`src/rtl/i2c_arb_pkg.sv`:
```
// ------------------------------------------------------------------
// i2c_arb_pkg : command layout and FSM encoding for i2c_bus_arbiter
// Rev 1.0
// ------------------------------------------------------------------
`default_nettype none

package i2c_arb_pkg;

  localparam int CMD_W    = 12;
  localparam int START    = 11;
  localparam int STOP     = 10;
  localparam int RD       = 9;
  localparam int NACK_OUT = 8;

  localparam logic [CMD_W-1:0] CMD_STOP_ONLY = 12'h400;

  typedef enum logic [2:0] {
    IDLE        = 3'd0,
    ISSUE       = 3'd1,
    WAIT_RSP    = 3'd2,
    HOLD        = 3'd3,
    FORCE_ISSUE = 3'd4,
    FORCE_WAIT  = 3'd5
  } arb_state_t;

endpackage

`default_nettype wire

```
`src/rtl/i2c_bus_arbiter_rr_pick.sv`:
```
// ------------------------------------------------------------------
// rr_pick : combinational round-robin search starting after 'last'
// Rev 1.0
// ------------------------------------------------------------------
`default_nettype none

module rr_pick #(
  parameter int N  = 3,
  parameter int IW = 2
) (
  input  logic [N-1:0]  req,
  input  logic [IW-1:0] last,
  output logic          found,
  output logic [IW-1:0] idx
);

  // Scan from farthest to nearest so the nearest requester after 'last' wins.
  always_comb begin
    int cand;
    found = 1'b0;
    idx   = '0;
    cand  = 0;
    for (int k = N; k >= 1; k--) begin
      cand = (int'(last) + k) % N;
      if (req[cand]) begin
        found = 1'b1;
        idx   = IW'(cand);
      end
    end
  end

endmodule

`default_nettype wire

```
`src/rtl/i2c_bus_arbiter.sv`:
```
// ------------------------------------------------------------------
// i2c_bus_arbiter : shares one I2C byte master among N_REQ requesters
// Rev 1.0
// ------------------------------------------------------------------
`default_nettype none

module i2c_bus_arbiter
  import i2c_arb_pkg::*;
#(
  parameter int N_REQ       = 3,
  parameter int TIMEOUT_CYC = 125000,
  localparam int OW         = (N_REQ > 1) ? $clog2(N_REQ) : 1
) (
  input  logic                   clk,
  input  logic                   reset,
  input  logic [N_REQ-1:0]       req_valid,
  input  logic [CMD_W*N_REQ-1:0] req_cmd,
  output logic [N_REQ-1:0]       req_ready,
  output logic [N_REQ-1:0]       rsp_valid,
  output logic [7:0]             rsp_data,
  output logic                   rsp_nack,
  output logic                   m_cmd_valid,
  output logic [CMD_W-1:0]       m_cmd,
  input  logic                   m_cmd_ready,
  input  logic                   m_rsp_valid,
  input  logic [7:0]             m_rsp_data,
  input  logic                   m_rsp_nack,
  output logic [OW-1:0]          owner,
  output logic                   busy,
  output logic [N_REQ-1:0]       timeout_err
);

  localparam int CW = $clog2(TIMEOUT_CYC + 1);

  arb_state_t       state, state_nxt;
  logic [CMD_W-1:0] cmd_r;
  logic [OW-1:0]    owner_r;
  logic [OW-1:0]    last_owner;
  logic             busy_r;
  logic [CW-1:0]    cnt;
  logic [N_REQ-1:0] start_req;
  logic             pick_found;
  logic [OW-1:0]    pick_idx;
  logic             grant;
  logic [OW-1:0]    grant_idx;

  function automatic logic [N_REQ-1:0] onehot(input logic [OW-1:0] i);
    onehot    = '0;
    onehot[i] = 1'b1;
  endfunction

  for (genvar g = 0; g < N_REQ; g++) begin : g_start
    assign start_req[g] = req_valid[g] & req_cmd[g*CMD_W + START];
  end

  rr_pick #(
    .N  (N_REQ),
    .IW (OW)
  ) u_rr_pick (
    .req   (start_req),
    .last  (last_owner),
    .found (pick_found),
    .idx   (pick_idx)
  );

  assign owner = owner_r;
  assign busy  = busy_r;

  always_comb begin
    state_nxt   = state;
    req_ready   = '0;
    grant       = 1'b0;
    grant_idx   = owner_r;
    m_cmd_valid = 1'b0;
    m_cmd       = '0;
    case (state)
      IDLE: begin
        if (pick_found) begin
          req_ready = onehot(pick_idx);
          grant     = 1'b1;
          grant_idx = pick_idx;
          state_nxt = ISSUE;
        end
      end
      ISSUE: begin
        m_cmd_valid = 1'b1;
        m_cmd       = cmd_r;
        if (m_cmd_ready) state_nxt = WAIT_RSP;
      end
      WAIT_RSP: begin
        if (m_rsp_valid) state_nxt = cmd_r[STOP] ? IDLE : HOLD;
      end
      HOLD: begin
        if (req_valid[owner_r]) begin
          req_ready = onehot(owner_r);
          grant     = 1'b1;
          state_nxt = ISSUE;
        end else if (cnt == CW'(TIMEOUT_CYC - 1)) begin
          state_nxt = FORCE_ISSUE;
        end
      end
      FORCE_ISSUE: begin
        m_cmd_valid = 1'b1;
        m_cmd       = CMD_STOP_ONLY;
        if (m_cmd_ready) state_nxt = FORCE_WAIT;
      end
      FORCE_WAIT: begin
        if (m_rsp_valid) state_nxt = IDLE;
      end
      default: state_nxt = IDLE;
    endcase
    // A grant while reset is held would be lost, so suppress the handshake.
    if (reset) begin
      req_ready = '0;
      grant     = 1'b0;
    end
  end

  always_ff @(posedge clk) begin
    if (reset) begin
      state       <= IDLE;
      cmd_r       <= '0;
      owner_r     <= '0;
      last_owner  <= OW'(N_REQ - 1);
      busy_r      <= 1'b0;
      cnt         <= '0;
      rsp_valid   <= '0;
      rsp_data    <= '0;
      rsp_nack    <= 1'b0;
      timeout_err <= '0;
    end else begin
      state       <= state_nxt;
      rsp_valid   <= '0;
      timeout_err <= '0;
      if (grant) begin
        cmd_r      <= req_cmd[int'(grant_idx)*CMD_W +: CMD_W];
        owner_r    <= grant_idx;
        last_owner <= grant_idx;
        busy_r     <= 1'b1;
      end
      if (state == HOLD && !grant) cnt <= cnt + CW'(1);
      else                         cnt <= '0;
      if (state == WAIT_RSP && m_rsp_valid) begin
        rsp_valid <= onehot(owner_r);
        rsp_data  <= m_rsp_data;
        rsp_nack  <= m_rsp_nack;
        if (cmd_r[STOP]) busy_r <= 1'b0;
      end
      // The forced stop's response is swallowed; only the eviction is reported.
      if (state == FORCE_WAIT && m_rsp_valid) begin
        timeout_err <= onehot(owner_r);
        busy_r      <= 1'b0;
      end
    end
  end

endmodule

`default_nettype wire

```
`config.mk`:
```
export PLATFORM = sky130hd
export DESIGN_NAME = i2c_bus_arbiter
export DESIGN_NICKNAME = d
export VERILOG_FILES = /design/src/rtl/i2c_arb_pkg.sv /design/src/rtl/i2c_bus_arbiter_rr_pick.sv /design/src/rtl/i2c_bus_arbiter.sv
export SDC_FILE = /design/constraint.sdc
export NUM_CORES = 1
export LEC_CHECK = 0
export BUFFER_PORTS_ARGS = -buffer_cell sky130_fd_sc_hd__buf_2
export CAP_MARGIN = 20
export CORE_ASPECT_RATIO = 0.75
export CORE_MARGIN = 8
export CORE_UTILIZATION = 55
export DETAILED_ROUTE_END_ITERATION = 8
export HOLD_SLACK_MARGIN = 0.15
export PLACE_DENSITY = 0.82
export SLEW_MARGIN = 25
export SYNTH_ARGS = -nofsm -noshare
export SYNTH_HDL_FRONTEND = slang
export SYNTH_HIERARCHICAL = 1
export SYNTH_SLANG_ARGS = --single-unit
```
`constraint.sdc`:
```
create_clock -name clk -period 7.8 [get_ports clk]
set_input_delay 0.78 -clock clk [delete_from_list [all_inputs] [get_ports clk]]
set_output_delay 0.78 -clock clk [all_outputs]
set_load 0.02 [all_outputs]
```
Word level (Yosys, flattened, before mapping) --
Cells that the tools add are included.
Cells by class: add/subtract/negate cells 4, multiply operators 1, div/mod/pow operators 3, magnitude comparators 7, eq/ne operators 12, shift operators 1, mux-type cells 45, bitwise operators 6, reduce and logical (&&, ||, !) cells 13
Operator list (count):
- $lt A32 B4 Y1 const B | 3
- $mod A32 B3 Y32 const B | 3
- $shiftx A36 B7 Y12 | 1
- $mux W3 | 10
- $pmux W12 S2 | 1
- $mux W1 | 19
- $pmux W3 S6 | 1
- $add A17 B1 Y17 const B | 1
- $eq A17 B17 Y1 const B | 1
- $mux W2 | 6
- $ne A2 B2 Y1 const B | 5
- $reduce_or A2 Y1 | 5
- $bmux W1 S2 | 4
- $add A2 B2 Y3 const B | 2
- $eq A3 B2 Y1 const B | 2
- $eq A3 B3 Y1 const B | 2
- $lt A2 B3 Y1 const B | 2
- $pmux W3 S2 | 1
- $reduce_and A6 Y1 | 1
- $logic_and A1 B1 Y1 | 5
- $demux W1 S2 | 2
- $ge A2 B1 Y1 const B | 2
- $mul A2 B2 Y4 const B | 1
- $add A2 B1 Y3 const B | 1
- other kinds (7) | 11
Storage, ports and cells: register bits after elaboration 52, latch bits 0, memory bits (writable) 0, bits in read-only memories 0, input bits 52, output and inout port bits 34, logic and storage cells 102, memories kept 0

Logic depth before layout (Yosys ltp) --
Gate-level depths: netlist of run 1.
depth after elaboration 15, mapped depth 13, mapped depth without buffers 11

By module --
The synthesis of run 1 kept the hierarchy.
Modules (own cells, without submodules):
- i2c_bus_arbiter | instances 1, cells an instance 285, area each 2461.1 sq um
- rr_pick | instances 1, cells an instance 36, area each 245.2 sq um

Worst setup path before layout of run 1 --
Ideal clock, no wire load.
path kind input -> output, start input req_cmd[11], end output req_ready[2], arrival time 2.632 ns, required time 7.020 ns, slack 4.388 ns, stages 7, buffers on the path 0, path through and2_1 -> a21boi_0 -> a221oi_1 -> o21ai_0 -> nor4b_4 -> nand3b_1 -> a21oi_1
RTL lines:
- start, declared | line i2c_bus_arbiter.sv:17 | input logic [CMD_W*N_REQ-1:0] req_cmd,
- $and A1 B1 Y1 * | line i2c_bus_arbiter.sv:53 | assign start_req[g] = req_valid[g] & req_cmd[g*CMD_W + START];
- $bmux W1 S2 | line i2c_bus_arbiter_rr_pick.sv:25 | if (req[cand]) begin
- $mux W1 (implied by the code) (2 in a row) | line i2c_bus_arbiter_rr_pick.sv:25
- $mux W1 (2 in a row) | line i2c_bus_arbiter_rr_pick.sv:25
- $mux W1 * | line i2c_bus_arbiter_rr_pick.sv:25
- named net pick_found | line i2c_bus_arbiter.sv:42 | logic pick_found;
- $mux W3 * | line i2c_bus_arbiter.sv:78 | if (pick_found) begin
- $pmux W3 S2 * | line i2c_bus_arbiter.sv:76 | case (state)
- $mux W3 * | line i2c_bus_arbiter.sv:113 | if (reset) begin
- end, declared | line i2c_bus_arbiter.sv:18 | output logic [N_REQ-1:0] req_ready,
The timed path passes the listed nets; every way through them passes the cells marked *. The select of a mux whose other input is x is not followed.

Worst setup path after layout of run 1 --
start register owner_r[0] (netlist: owner[0]), end output req_ready[2]
Between the ends: longest elaborated chain between the ends 7
Ends and longest elaborated chain:
- start, declared | line i2c_bus_arbiter.sv:37 | logic [OW-1:0] owner_r;
- start signal, assigned | line i2c_bus_arbiter.sv:137 | owner_r <= grant_idx;
- $lt A2 B3 Y1 (implied by the code) or $ge A2 B1 Y1 (tied branches) | line i2c_bus_arbiter.sv:49 | onehot[i] = 1'b1;
- $logic_and A1 B1 Y1 (implied by the code) | line i2c_bus_arbiter.sv:49
- $mux W1 (implied by the code) | line i2c_bus_arbiter.sv:49
- $demux W1 S2 | line i2c_bus_arbiter.sv:49
- $mux W3 * | line i2c_bus_arbiter.sv:94 | if (req_valid[owner_r]) begin
- $pmux W3 S2 * | line i2c_bus_arbiter.sv:76
- $mux W3 * | line i2c_bus_arbiter.sv:113
Every way passes the cells marked *; elsewhere a longest branch is shown, timed or not. The select of a mux whose other input is x is not followed.

==> summary.md, run 1 <==
| Metric | Value |
|---|---|
| Worst Setup Start Kind | flip-flop |
| Post-synth top flop | dfxtp_1 |
| GRT Overall Usage | about 17% |
| Ys Warns | 6 |
| Initial Utilization | 56.2% |
| Sum of negative setup slack | 0 ns |
| Io pins | 86 |
| Latest clock arrival within the worst-skew pair | 0.29 ns |
| CTS Buffer Depth | 2 |
| Post-CTS Resized | 0 |
| Vias in the first global route | roughly 2.5k |
| Post-route ant nets | 0 |
| Worst Setup Slack post-DPL | about 3.8 ns |
| Global-route wire length before repair | about 11 mm |
| Clk pwr share | 16.9% |
| CP Max Fanout | 13 |
| Mapped Cells | 321 |
| Final Hold Vio Count | 0 |
| Top-count cell post-synth | dfxtp_1 |
| CP Data Arrival Time | 3.56 ns |
| Antenna violations before repair | 0 |
| Comb pwr share | ~42% |
| Nets | 450 |
| Internal power | between 500 and 600 uW |
| Worst slew pin tran | 0.746 ns |
| Flop2flop setup slack | 4.16 ns |
| Sequential share of the synthesized area | roughly 38% |
| Setup crit end kind | primary output |
| Synth top cells by count | dfxtp_1, nand2_1, nor2_1 |
| CP startpoint | owner[0] |
| Slew Limit Fails | 0 |
| # setup viols final | 0 |
| Max IR drop VDD | 0.000175 V |
| Die ar. | 7440 um^2 |
| Leak | between 1 and 1.5 nW |
| 1st-iter DRT viols | 120 |
| Drc violations | 0 |
| Largest net degree at the start of global routing | 25 |
| Pwr per Cell Area | 268 nW/um^2 |
| Mapped cell area | 2710 um^2 |
| Max cap viols | 0 |
| Reg-to-Reg End | cmd_r[3] |
| P_sw | around 340 uW |
| Site row count | 22 |
| Post-CTS setup buffers | 0 |
| Yosys reg bits | approximately 50 |
| # clock sinks | 51 |
| H-tree Lvls | 2 |
| Async set or reset register ratio after synthesis | 0% |
| Synth unique cells | 49 |
| Worst hold path class | reg2reg |
| Share of layout cells above drive strength 1 | 25.9% |
| Reg clk slew, reported paths | roughly 0.09 ns |
| Final Cycle Share | 55.7% |
| Crit Path Class | reg2out |
| WL final | ~6.7 mm |
| CTS Buf Count | 5 |
| Syn Nets | 378 |
| Post-route clock skew | 0.00666 ns |
| Wire per inst | 14.8 um |
| TritonRoute pass-1 iters | 4 |
| Post-synthesis average cell area | between 8 and 9 um^2 |
| Yosys top cell area share | 37.7% |
| Worst r2r src | owner[0] |
| Reg power frac | 40.9% |
| GPL Wtd Cong | just over 0.8 |
| RSZ-0062 raised after global routing | no |
| Status | finished, final reports clean |
| Synth area leaders | dfxtp_1, mux2i_1, nand2_1 |
| Vias per cell | 5.53 |
| R2R depth | 10 |
| Fmax | 230 MHz |
| Die height | 76.8 um |
| Area Overhead vs Synth | 18.4% |
| Core ar. | 4820 um^2 |
| Crit path time final | 4.34 ns |
| Worst Min Path Start | cnt[0] |
| Final WS setup | 3.46 ns |
| HPWL Detailed | between 5 and 6 mm |
| Crit path to | req_ready[2] |
| Vias | 2511 |
| Ant diodes | 0 |
| Global route total overflow | 0 |
| CP Data Required Time | 7.02 ns |
| Hold_buf cts | 0 |
| Post-synth top area cell | dfxtp_1 |
| Post-synth EDFFs | 0 |
| Switching Share | around 40% |
| Rel. slew slack | 50.3% |
| IO Port Bufs | between 80 and 90 |
| Root buf cell | clkbuf_8 |
| CTS tree | yes |
| Die W | 97 um |
power by group through the flow:
stage | logic [mW] | registers [mW] | clock network [mW]
3_5_place_dp | 0.360 | 0.355 | 0
5_1_grt | 0.397 | 0.359 | 0.158
3_3_place_gp | 0.349 | 0.355 | 0
4_1_cts | 0.361 | 0.351 | 0.149
6_report | 0.363 | 0.351 | 0.146
2_1_floorplan | 0.293 | 0.338 | 0
registers in the layout, summed over array words and instances, names as in the netlist:
signal	flops
cnt	17
state	3
owner	2
timeout_err	3
cmd_r	12
last_owner	1
rsp_nack	1
busy	1
rsp_data	8
rsp_valid	3
worst min-delay path by stage:
stage	end	cells after the start
final	cnt[0]	1
after global routing	cnt[0]	1
after CTS	cnt[0]	1
after detailed placement	cnt[0]	1
after global placement	cnt[0]	1
after floorplan	cnt[0]	1
kinds of logic (layout without fill, tap and decap cells):
group                      count (synthesis)  after routing  share of synthesized area [%]
AOI/OAI and AO/OA                         62             62                           16.1
buffers and inverters                     34            107                           5.59
xor gates and xnor gates                  15             15                           4.85
muxes                                     21             21                           8.09
and+or+nand+nor                          133            133                           25.3
DFF                                       51             51                           37.7
adders and majority gates                  5              5                           2.31
routing by layer:
layer / track usage [%] / part of all wire [%]
met5: 0 / 0
met4: 2.30 / 0.28
met3: 6.09 / 8.1
met2: 28.4 / 46
met1: 21.3 / 46
worst max-delay path, stage by stage, from the launching register on:
cell and delay, ns:
dfxtp_1 0.60, inv_1 0.13, ha_1 0.33, a21boi_0 0.25, a221oi_1 0.07, o21ai_0 0.25, nor4b_4 0.57, nand3b_1 0.14
a21oi_1 0.64, buf_2 0.29
per-stage QoR:
step           instance area (um^2)  hold WS [ns]  power (mW)  instances  utilization [%]
2_1_floorplan                  2710         0.413       0.631        321                -
3_3_place_gp                   3110         0.425       0.704        446             64.5
3_5_place_dp                   3120         0.431       0.715        446             64.7
4_1_cts                        3200         0.445       0.861        454             66.4
5_1_grt                        3210         0.454       0.914        454             66.5
6_report                       3210         0.444       0.860        454             66.5
final cells by class:
| class | count | area [um^2] |
|---|---|---|
| clock buffer | 5 | 68.8 |
| clock inverter | 3 | 15.0 |
| fill | 428 | 1610 |
| inverter | 14 | 52.6 |
| multi-input combinational | 236 | 1550 |
| sequential | 51 | 1020 |
| tap | 60 | 75.1 |
| timing repair buffer | 85 | 425 |
placed cells by master (no fill, tap or decap), types with 7 or more instances in the layout:
master     n
a221o_1    9
and2_1    14
nand2b_1   8
xor2_1    10
a21oi_1   22
nand3_1    7
inv_1     14
mux2i_1   16
nor2_1    30
nand2_1   32
buf_2     85
nor3_1    16
and3_1     8
dfxtp_1   51
(Power assumes the default switching activity.)
==> run 2: changes to the inputs <==
--- a/config.mk
+++ b/config.mk
@@ -9,10 +9,10 @@
 export CAP_MARGIN = 20
 export CORE_ASPECT_RATIO = 0.75
 export CORE_MARGIN = 8
-export CORE_UTILIZATION = 55
+export CORE_UTILIZATION = 51
 export DETAILED_ROUTE_END_ITERATION = 8
 export HOLD_SLACK_MARGIN = 0.15
-export PLACE_DENSITY = 0.82
+export PLACE_DENSITY = 0.77
 export SLEW_MARGIN = 25
 export SYNTH_ARGS = -nofsm -noshare
 export SYNTH_HDL_FRONTEND = slang
==> constraint.sdc (replaced) <==
create_clock -name clk -period 4.05 [get_ports clk]
set_input_delay 0.405 -clock clk [delete_from_list [all_inputs] [get_ports clk]]
set_output_delay 0.405 -clock clk [all_outputs]
set_load 0.02 [all_outputs]
==> run 2 against run 1 <==
Flip-flop and latch count unchanged. Clock skew barely moved. Die area rose by 6.4%. Global-route usage up 0.49 points. Clock power increased by 140%. Register-to-register slack lost 3.6 ns. Critical endpoint is now cmd_r[7]. Via count up 1.6%.
==> summary.md, run 2 (synthesized netlist as in run 1, its figures left out) <==
| Metric | Value |
|---|---|
| Status | finished, final reports clean (unchanged) |
| Worst r2r src | owner[0] (unchanged) |
| Die W | 100 um (was 97 um) |
| Max reg flops | 17 (unchanged) |
| Reg power frac | 39.2% (was 40.9%) |
| RSZ-0062 raised after global routing | no (unchanged) |
| Post-CTS Resized | 0 (unchanged) |
| Post-route ant nets | 0 (unchanged) |
| CP Data Arrival Time | 3.68 ns (was 3.56 ns) |
| CTS Buf Count | 5 (unchanged) |
| # clock sinks | 51 (unchanged) |
| Worst Setup Start Kind | flip-flop (unchanged) |
| Post-route clock skew | 0.00642 ns (was 0.00666 ns) |
| Reg clk slew, reported paths | 0.09 ns (about the same) |
| Antenna violations before repair | 0 (unchanged) |
| CP startpoint | owner[0] (unchanged) |
| Leak | 1.47 nW (was 1.46 nW) |
| P_sw | 659 uW (was 341 uW) |
| Sum of negative setup slack | 0 ns (unchanged) |
| # setup viols final | 0 (unchanged) |
| Area Overhead vs Synth | 20.2% (was 18.4%) |
| Latest clock arrival within the worst-skew pair | 0.30 ns (was 0.29 ns) |
| CTS Buffer Depth | 2 (unchanged) |
| Worst slew pin tran | 0.717 ns (was 0.746 ns) |
| Worst Min Path Start | req_cmd[30] (was cnt[0]) |
| IO Port Bufs | 85 (unchanged) |
| GPL Wtd Cong | 0.835 (was 0.814) |
| Io pins | 86 (unchanged) |
| Most frequent cells in the layout | buf_2, dfxtp_1, nand2_1, nor2_1, a21oi_1 (unchanged) |
| Hold_buf cts | 0 (unchanged) |
| Drc violations | 0 (unchanged) |
| Ant diodes | 0 (unchanged) |
| Slew Limit Fails | 0 (unchanged) |
| Die height | 79.1 um (was 76.8 um) |
| Biggest register | cnt (unchanged) |
| Core ar. | 5240 um^2 (was 4820 um^2) |
| H-tree Lvls | 2 (unchanged) |
| Fin cells | 470 (was 454) |
| Vias per cell | 5.43 (was 5.53) |
| Share of layout cells above drive strength 1 | 26.1% (was 25.9%) |
| WL final | 6.90 mm (was 6.71 mm) |
| Die ar. | 7920 um^2 (was 7440 um^2) |
| Clk pwr share | 20.3% (was 16.9%) |
| Max IR drop VDD | 0.000299 V (was 0.000175 V) |
| Finished Cell Area | 3250 um^2 (was 3210 um^2) |
| TritonRoute pass-1 iters | 4 (unchanged) |
| CP Max Fanout | 13 (unchanged) |
| Worst hold path class | in2reg (was reg2reg) |
| CP Data Required Time | 4.25 ns (was 7.02 ns) |
| Crit Path Class | reg2reg (was reg2out) |
| Pwr per Cell Area | 529 nW/um^2 (was 268 nW/um^2) |
| Vias | 2551 (was 2511) |
| Wire per inst | 14.7 um (was 14.8 um) |
| Most common cell after layout, fill and taps aside | buf_2 (unchanged) |
| Root buf cell | clkbuf_8 (unchanged) |
| Vias in the first global route | 2496 (was 2494) |
| Final core utilization | 62.1% (was 66.5%) |
| Crit path time final | roughly 3.5 ns |
| Site row count | 23 (was 22) |
| Final Cycle Share | 86.1% |
| Global route total overflow | 0 (unchanged) |
| Global-route wire length before repair | 11.6 mm (was 11.3 mm) |
| Fmax | 287 MHz |
| 1st-iter DRT viols | 170 (was 120) |
| Internal power | 1.06 mW (was 519 uW) |
| Rel. slew slack | 51.9% (was 50.3%) |
| Inst Count DP | 463 (was 446) |
| Max cap viols | 0 (unchanged) |
| Nets | 452 (was 450) |
| Initial Utilization | 51.7% (was 56.2%) |
| GRT Overall Usage | 17.7% (was 17.2%) |
| DP Area | 3150 um^2 (was 3120 um^2) |
| Flop2flop setup slack | 0.56 ns (was 4.16 ns) |
| Post-CTS setup buffers | 0 (unchanged) |
| HPWL Detailed | 5.21 mm (was 5.16 mm) |
| Comb pwr share | 40.5% (was 42.2%) |
| Top Registers | cnt: 17 flops, cmd_r: 12 flops, rsp_data: 8 flops (unchanged) |
| Setup crit end kind | flip-flop (was primary output) |
| Switching Share | 38.3% (was 39.6%) |
| Largest net degree at the start of global routing | 25 (unchanged) |
| Hold_ws | 0.322 ns (was 0.444 ns) |
| Final Hold Vio Count | 0 (unchanged) |
| CTS tree | yes (unchanged) |
## run 2: path summary, 6_finish.rpt
kind	to	cells past startpoint
setup reg to reg	cmd_r[7]	11
hold / removal	cmd_r[6]	2
setup / recovery	cmd_r[7]	11
hold reg to reg	rsp_data[3]	2
## run 2: routing by layer
metal | track usage, % | vias up | share of wire, %
li1 | - | 1275 | -
met2 | 28.1 | 75 | 47
met5 | 0 | - | 0
met3 | 5.59 | 7 | 7.0
met1 | 22.7 | 1194 | 45
met4 | 4.36 | 0 | 0.94
## run 2: area by class of cell
class | count | area (um^2)
inverter | 14 | 52.6
timing repair buffer | 87 | 440
clock inverter | 2 | 37.5
multi-input combinational | 236 | 1540
tap | 75 | 93.8
sequential | 51 | 1020
clock buffer | 5 | 68.8
fill | 500 | 1980
## run 2: power groups by stage
stage / Combinational, mW / Clock [mW] / Sequential (mW)
6_report: 0.696 / 0.349 / 0.675
2_1_floorplan: 0.564 / 0 / 0.650
3_3_place_gp: 0.675 / 0 / 0.685
4_1_cts: 0.697 / 0.351 / 0.674
3_5_place_dp: 0.697 / 0 / 0.682
5_1_grt: 0.770 / 0.373 / 0.691
## run 2: worst max-delay path, cell delays in order (launching register included)
cell and delay, ns:
dfxtp_1 0.56, inv_1 0.12, ha_1 0.31, a21boi_0 0.19, a221oi_1 0.07, o21ai_0 0.26, nor4b_4 0.54, mux2i_2 0.51
buf_4 0.30, mux2i_1 0.21, nor3_1 0.06, a221o_1 0.26
## run 2: metrics by stage
step / setup slack (ns) / total power, mW
floorplan: 1.15 / 1.21
finish: 0.563 / 1.72
global placement: 0.771 / 1.36
global route: 0.303 / 1.83
CTS: 0.583 / 1.72
detailed placement: 0.602 / 1.38
==> run 3: changes to the inputs <==
--- a/config.mk
+++ b/config.mk
@@ -5,11 +5,13 @@
 export SDC_FILE = /design/constraint.sdc
 export NUM_CORES = 1
 export LEC_CHECK = 0
+export ABC_AREA = 1
 export BUFFER_PORTS_ARGS = -buffer_cell sky130_fd_sc_hd__buf_2
 export CAP_MARGIN = 20
 export CORE_ASPECT_RATIO = 0.75
 export CORE_MARGIN = 8
-export CORE_UTILIZATION = 51
+export CORE_UTILIZATION = 52
+export CTS_CLUSTER_SIZE = 14
 export DETAILED_ROUTE_END_ITERATION = 8
 export HOLD_SLACK_MARGIN = 0.15
 export PLACE_DENSITY = 0.77
@@ -18,3 +20,4 @@
 export SYNTH_HDL_FRONTEND = slang
 export SYNTH_HIERARCHICAL = 1
 export SYNTH_SLANG_ARGS = --single-unit
+export TNS_END_PERCENT = 10
==> run 3 against run 2 <==
Clock-buffer cell count increased by 1. First-iteration DRC count grew 3.5%. Global-route usage grew 1.1 points. Via count rose by 24%. Sequential share of layout area fell by 3.0 points. Die area is 7.6% higher. Power rose by 39%. Critical endpoint is now req_ready[2]. Largest power group unchanged.
==> summary.md, run 3 <==
| Metric | Value |
|---|---|
| Worst slew pin tran | 0.627 ns (was 0.717 ns) |
| Crit Path Class | reg2out (was reg2reg) |
| Crit path time final | 3.28 ns (was 3.49 ns) |
| Internal power | 1.20 mW (was 1.06 mW) |
| Post-synth top area cell | dfxtp_1 (unchanged) |
| Fmax | 305 MHz (was 287 MHz) |
| Comb pwr share | 57.1% (was 40.5%) |
| Wire per inst | 12.5 um (was 14.7 um) |
| Share of layout cells above drive strength 1 | 22.6% (was 26.1%) |
| Reg-to-Reg End | cmd_r[2] (was cmd_r[7]) |
| Core ar. | 5710 um^2 (was 5240 um^2) |
| Max reg flops | 17 (unchanged) |
| Crit path to | req_ready[2] (was cmd_r[7]) |
| CTS Buf Count | 5 (unchanged) |
| CTS Buffer Depth | 2 (unchanged) |
| IO Port Bufs | 85 (unchanged) |
| Worst Setup Slack post-DPL | 1.12 ns (was 0.602 ns) |
| Clk pwr share | 15.5% (was 20.3%) |
| WL final | 7.92 mm (was 6.90 mm) |
| Post-CTS Resized | 0 (unchanged) |
| Top-count cell post-synth | nand2_1 (was dfxtp_1) |
| Vias per cell | 5.00 (was 5.43) |
| Sequential share of the synthesized area | 33.8% (was 37.7%) |
| Io pins | 86 (unchanged) |
| Setup crit end kind | primary output (was flip-flop) |
| Reg power frac | 27.4% (was 39.2%) |
| Vias in the first global route | 3084 (was 2496) |
| Nets | 610 (was 452) |
| Post-synth top flop | dfxtp_1 (unchanged) |
| CP Max Fanout | 14 (was 13) |
| # clock sinks | 51 (unchanged) |
| H-tree Lvls | 2 (unchanged) |
| Vias | 3157 (was 2551) |
| Ant diodes | 0 (unchanged) |
| Post-synthesis average cell area | 6.41 um^2 (was 8.43 um^2) |
| GRT Overall Usage | 18.8% (was 17.7%) |
| Mapped cell area | 3020 um^2 (was 2710 um^2) |
| Worst hold path class | in2reg (unchanged) |
| Tot Pwr | 2.40 mW (was 1.72 mW) |
| Synth top cells by count | nand2_1, nor2_1, inv_1 (was dfxtp_1, nand2_1, nor2_1) |
| Die ar. | 8520 um^2 (was 7920 um^2) |
| 1st-iter DRT viols | 176 (was 170) |
| Post-CTS setup buffers | 0 (unchanged) |
| Rel. slew slack | 58.2% (was 51.9%) |
| Biggest register | cnt (unchanged) |
| Most common cell after layout, fill and taps aside | nand2_1 (was buf_2) |
| # setup viols final | 0 (unchanged) |
| Register area | 1020 um^2 (unchanged) |
| Post-synth EDFFs | 0 (unchanged) |
| Leak | 1.81 nW (was 1.47 nW) |
| Fill count | 558 (was 500) |
| Pwr per Cell Area | 667 nW/um^2 (was 529 nW/um^2) |
| Synth area leaders | dfxtp_1, nand2_1, nor2_1 (was dfxtp_1, mux2i_1, nand2_1) |
| Die height | 82.0 um (was 79.1 um) |
| Flop2flop setup slack | 1.19 ns (was 0.56 ns) |
| Antenna violations before repair | 0 (unchanged) |
| TritonRoute pass-1 iters | 6 (was 4) |
| Post-route clock skew | 0.00483 ns (was 0.00642 ns) |
| Global-route wire length before repair | 13.5 mm (was 11.6 mm) |
| CP Data Arrival Time | 2.87 ns (was 3.68 ns) |
| Reg clk slew, reported paths | 0.09 ns (about the same) |
| GPL Wtd Cong | 0.879 (was 0.835) |
| CTS tree | yes (unchanged) |
| Hold_buf cts | 0 (unchanged) |
| Status | finished, final reports clean (unchanged) |
| Post-route ant nets | 0 (unchanged) |
| Largest net degree at the start of global routing | 21 (was 25) |
| R2R depth | 13 (was 11) |
| Die W | 104 um (was 100 um) |
| Switching Share | 49.7% (was 38.3%) |
| Yosys reg bits | 51 (unchanged) |
| P_sw | 1.19 mW (was 659 uW) |
| Ys Warns | 6 (unchanged) |
| Mapped Cells | 471 (was 321) |
| Worst r2r src | owner[0] (unchanged) |
| Max IR drop VDD | 0.000387 V (was 0.000299 V) |
| Max cap viols | 0 (unchanged) |
| Latest clock arrival within the worst-skew pair | 0.30 ns (about the same) |
| Hold depth | 3 (was 2) |
| Worst Min Path Start | m_rsp_data[5] (was req_cmd[30]) |
| Initial Utilization | 52.9% (was 51.7%) |
| Site row count | 24 (was 23) |
| Final Hold Vio Count | 0 (unchanged) |
| DP Area | 3480 um^2 (was 3150 um^2) |
| CP startpoint | owner[0] (unchanged) |
| RSZ-0062 raised after global routing | no (unchanged) |
| Synth unique cells | 31 (was 49) |
| Async set or reset register ratio after synthesis | 0% (unchanged) |
| Final WS setup | 0.774 ns (was 0.563 ns) |
| Root buf cell | clkbuf_8 (unchanged) |
| CP Data Required Time | 3.64 ns (was 4.25 ns) |
| Most frequent cells in the layout | nand2_1, nor2_1, buf_2, inv_1, dfxtp_1 (was buf_2, dfxtp_1, nand2_1, nor2_1, a21oi_1) |
| Area Overhead vs Synth | 19.1% (was 20.2%) |
| Drc violations | 0 (unchanged) |
| Yosys top cell area share | 33.8% (was 37.7%) |
| Global route total overflow | 0 (unchanged) |
| Top Registers | cnt: 17 flops, cmd_r: 12 flops, rsp_data: 8 flops (unchanged) |
| Slew Limit Fails | 0 (unchanged) |
| Finished Cell Area | 3590 um^2 (was 3250 um^2) |
| HPWL Detailed | 6.24 mm (was 5.21 mm) |
| Worst Setup Start Kind | flip-flop (unchanged) |
| Sum of negative setup slack | 0 ns (unchanged) |
| Final Cycle Share | 80.9% (was 86.1%) |
| Syn Nets | 528 (was 378) |
| Area of the multi-input gates | 1700 um^2 (was 1540 um^2) |
[run 3: routing by layer]
layer	GRT usage, %	vias up	wire length (um)
met5	0	-	0
met4	5.32	0	85
met3	5.64	10	558
met2	31.4	93	3540
met1	23.3	1409	3740
li1	-	1645	-
[run 3: worst min path at each step]
stage,endpoint
2_1_floorplan,cnt[0]
5_1_grt,rsp_data[1]
3_3_place_gp,cnt[0]
4_1_cts,rsp_data[4]
6_report,rsp_data[5]
3_5_place_dp,cmd_r[6]
[run 3: cells by family (layout without fill, tap and decap cells)]
kind of cell	after synthesis	count (layout)	share of synthesized area [%]
xor gates and xnor gates	6	6	1.74
DFF	51	51	33.8
AOI/OAI and AO/OA	41	41	7.67
adders and majority gates	5	5	2.07
buffers and inverters	71	154	9.78
and+or+nand+nor	297	297	44.9
[run 3: stage by stage]
step                      instances  util [%]  hold WS [ns]
after global routing            632      63.0         0.363
after global placement          624      60.9         0.434
after detailed placement        624      60.9         0.438
final                           632      63.0         0.346
after CTS                       632      63.0         0.344
after floorplan                 471         -         0.417
[run 3: final cells by class]
| cell class | count | area share, % |
|---|---|---|
| Multi-Input combinational cell | 349 | 47.3 |
| Sequential cell | 51 | 28.4 |
| Timing Repair Buffer | 85 | 11.8 |
| Inverter | 61 | 6.44 |
| Tap cell | 78 | 2.71 |
| Clock buffer | 6 | 2.30 |
| Clock inverter | 2 | 0.975 |
[run 3: power by group through the flow]
stage	Clock, mW	Combinational, mW	Sequential, mW
after floorplan	0	1.07	0.685
after global placement	0	1.33	0.664
after detailed placement	0	1.36	0.667
after CTS	0.376	1.37	0.656
after global routing	0.398	1.54	0.668
final	0.371	1.37	0.657
[run 3: critical path: stages, from the launching register on]
cell and delay (ns):
dfxtp_1 0.45, inv_1 0.10, ha_1 0.35, a21oi_1 0.21, nand2_1 0.09, nand2_1 0.10
nor2_2 0.04, nand4_1 0.26, nand4_2 0.42, o22a_1 0.30, nor2_1 0.08, buf_2 0.16
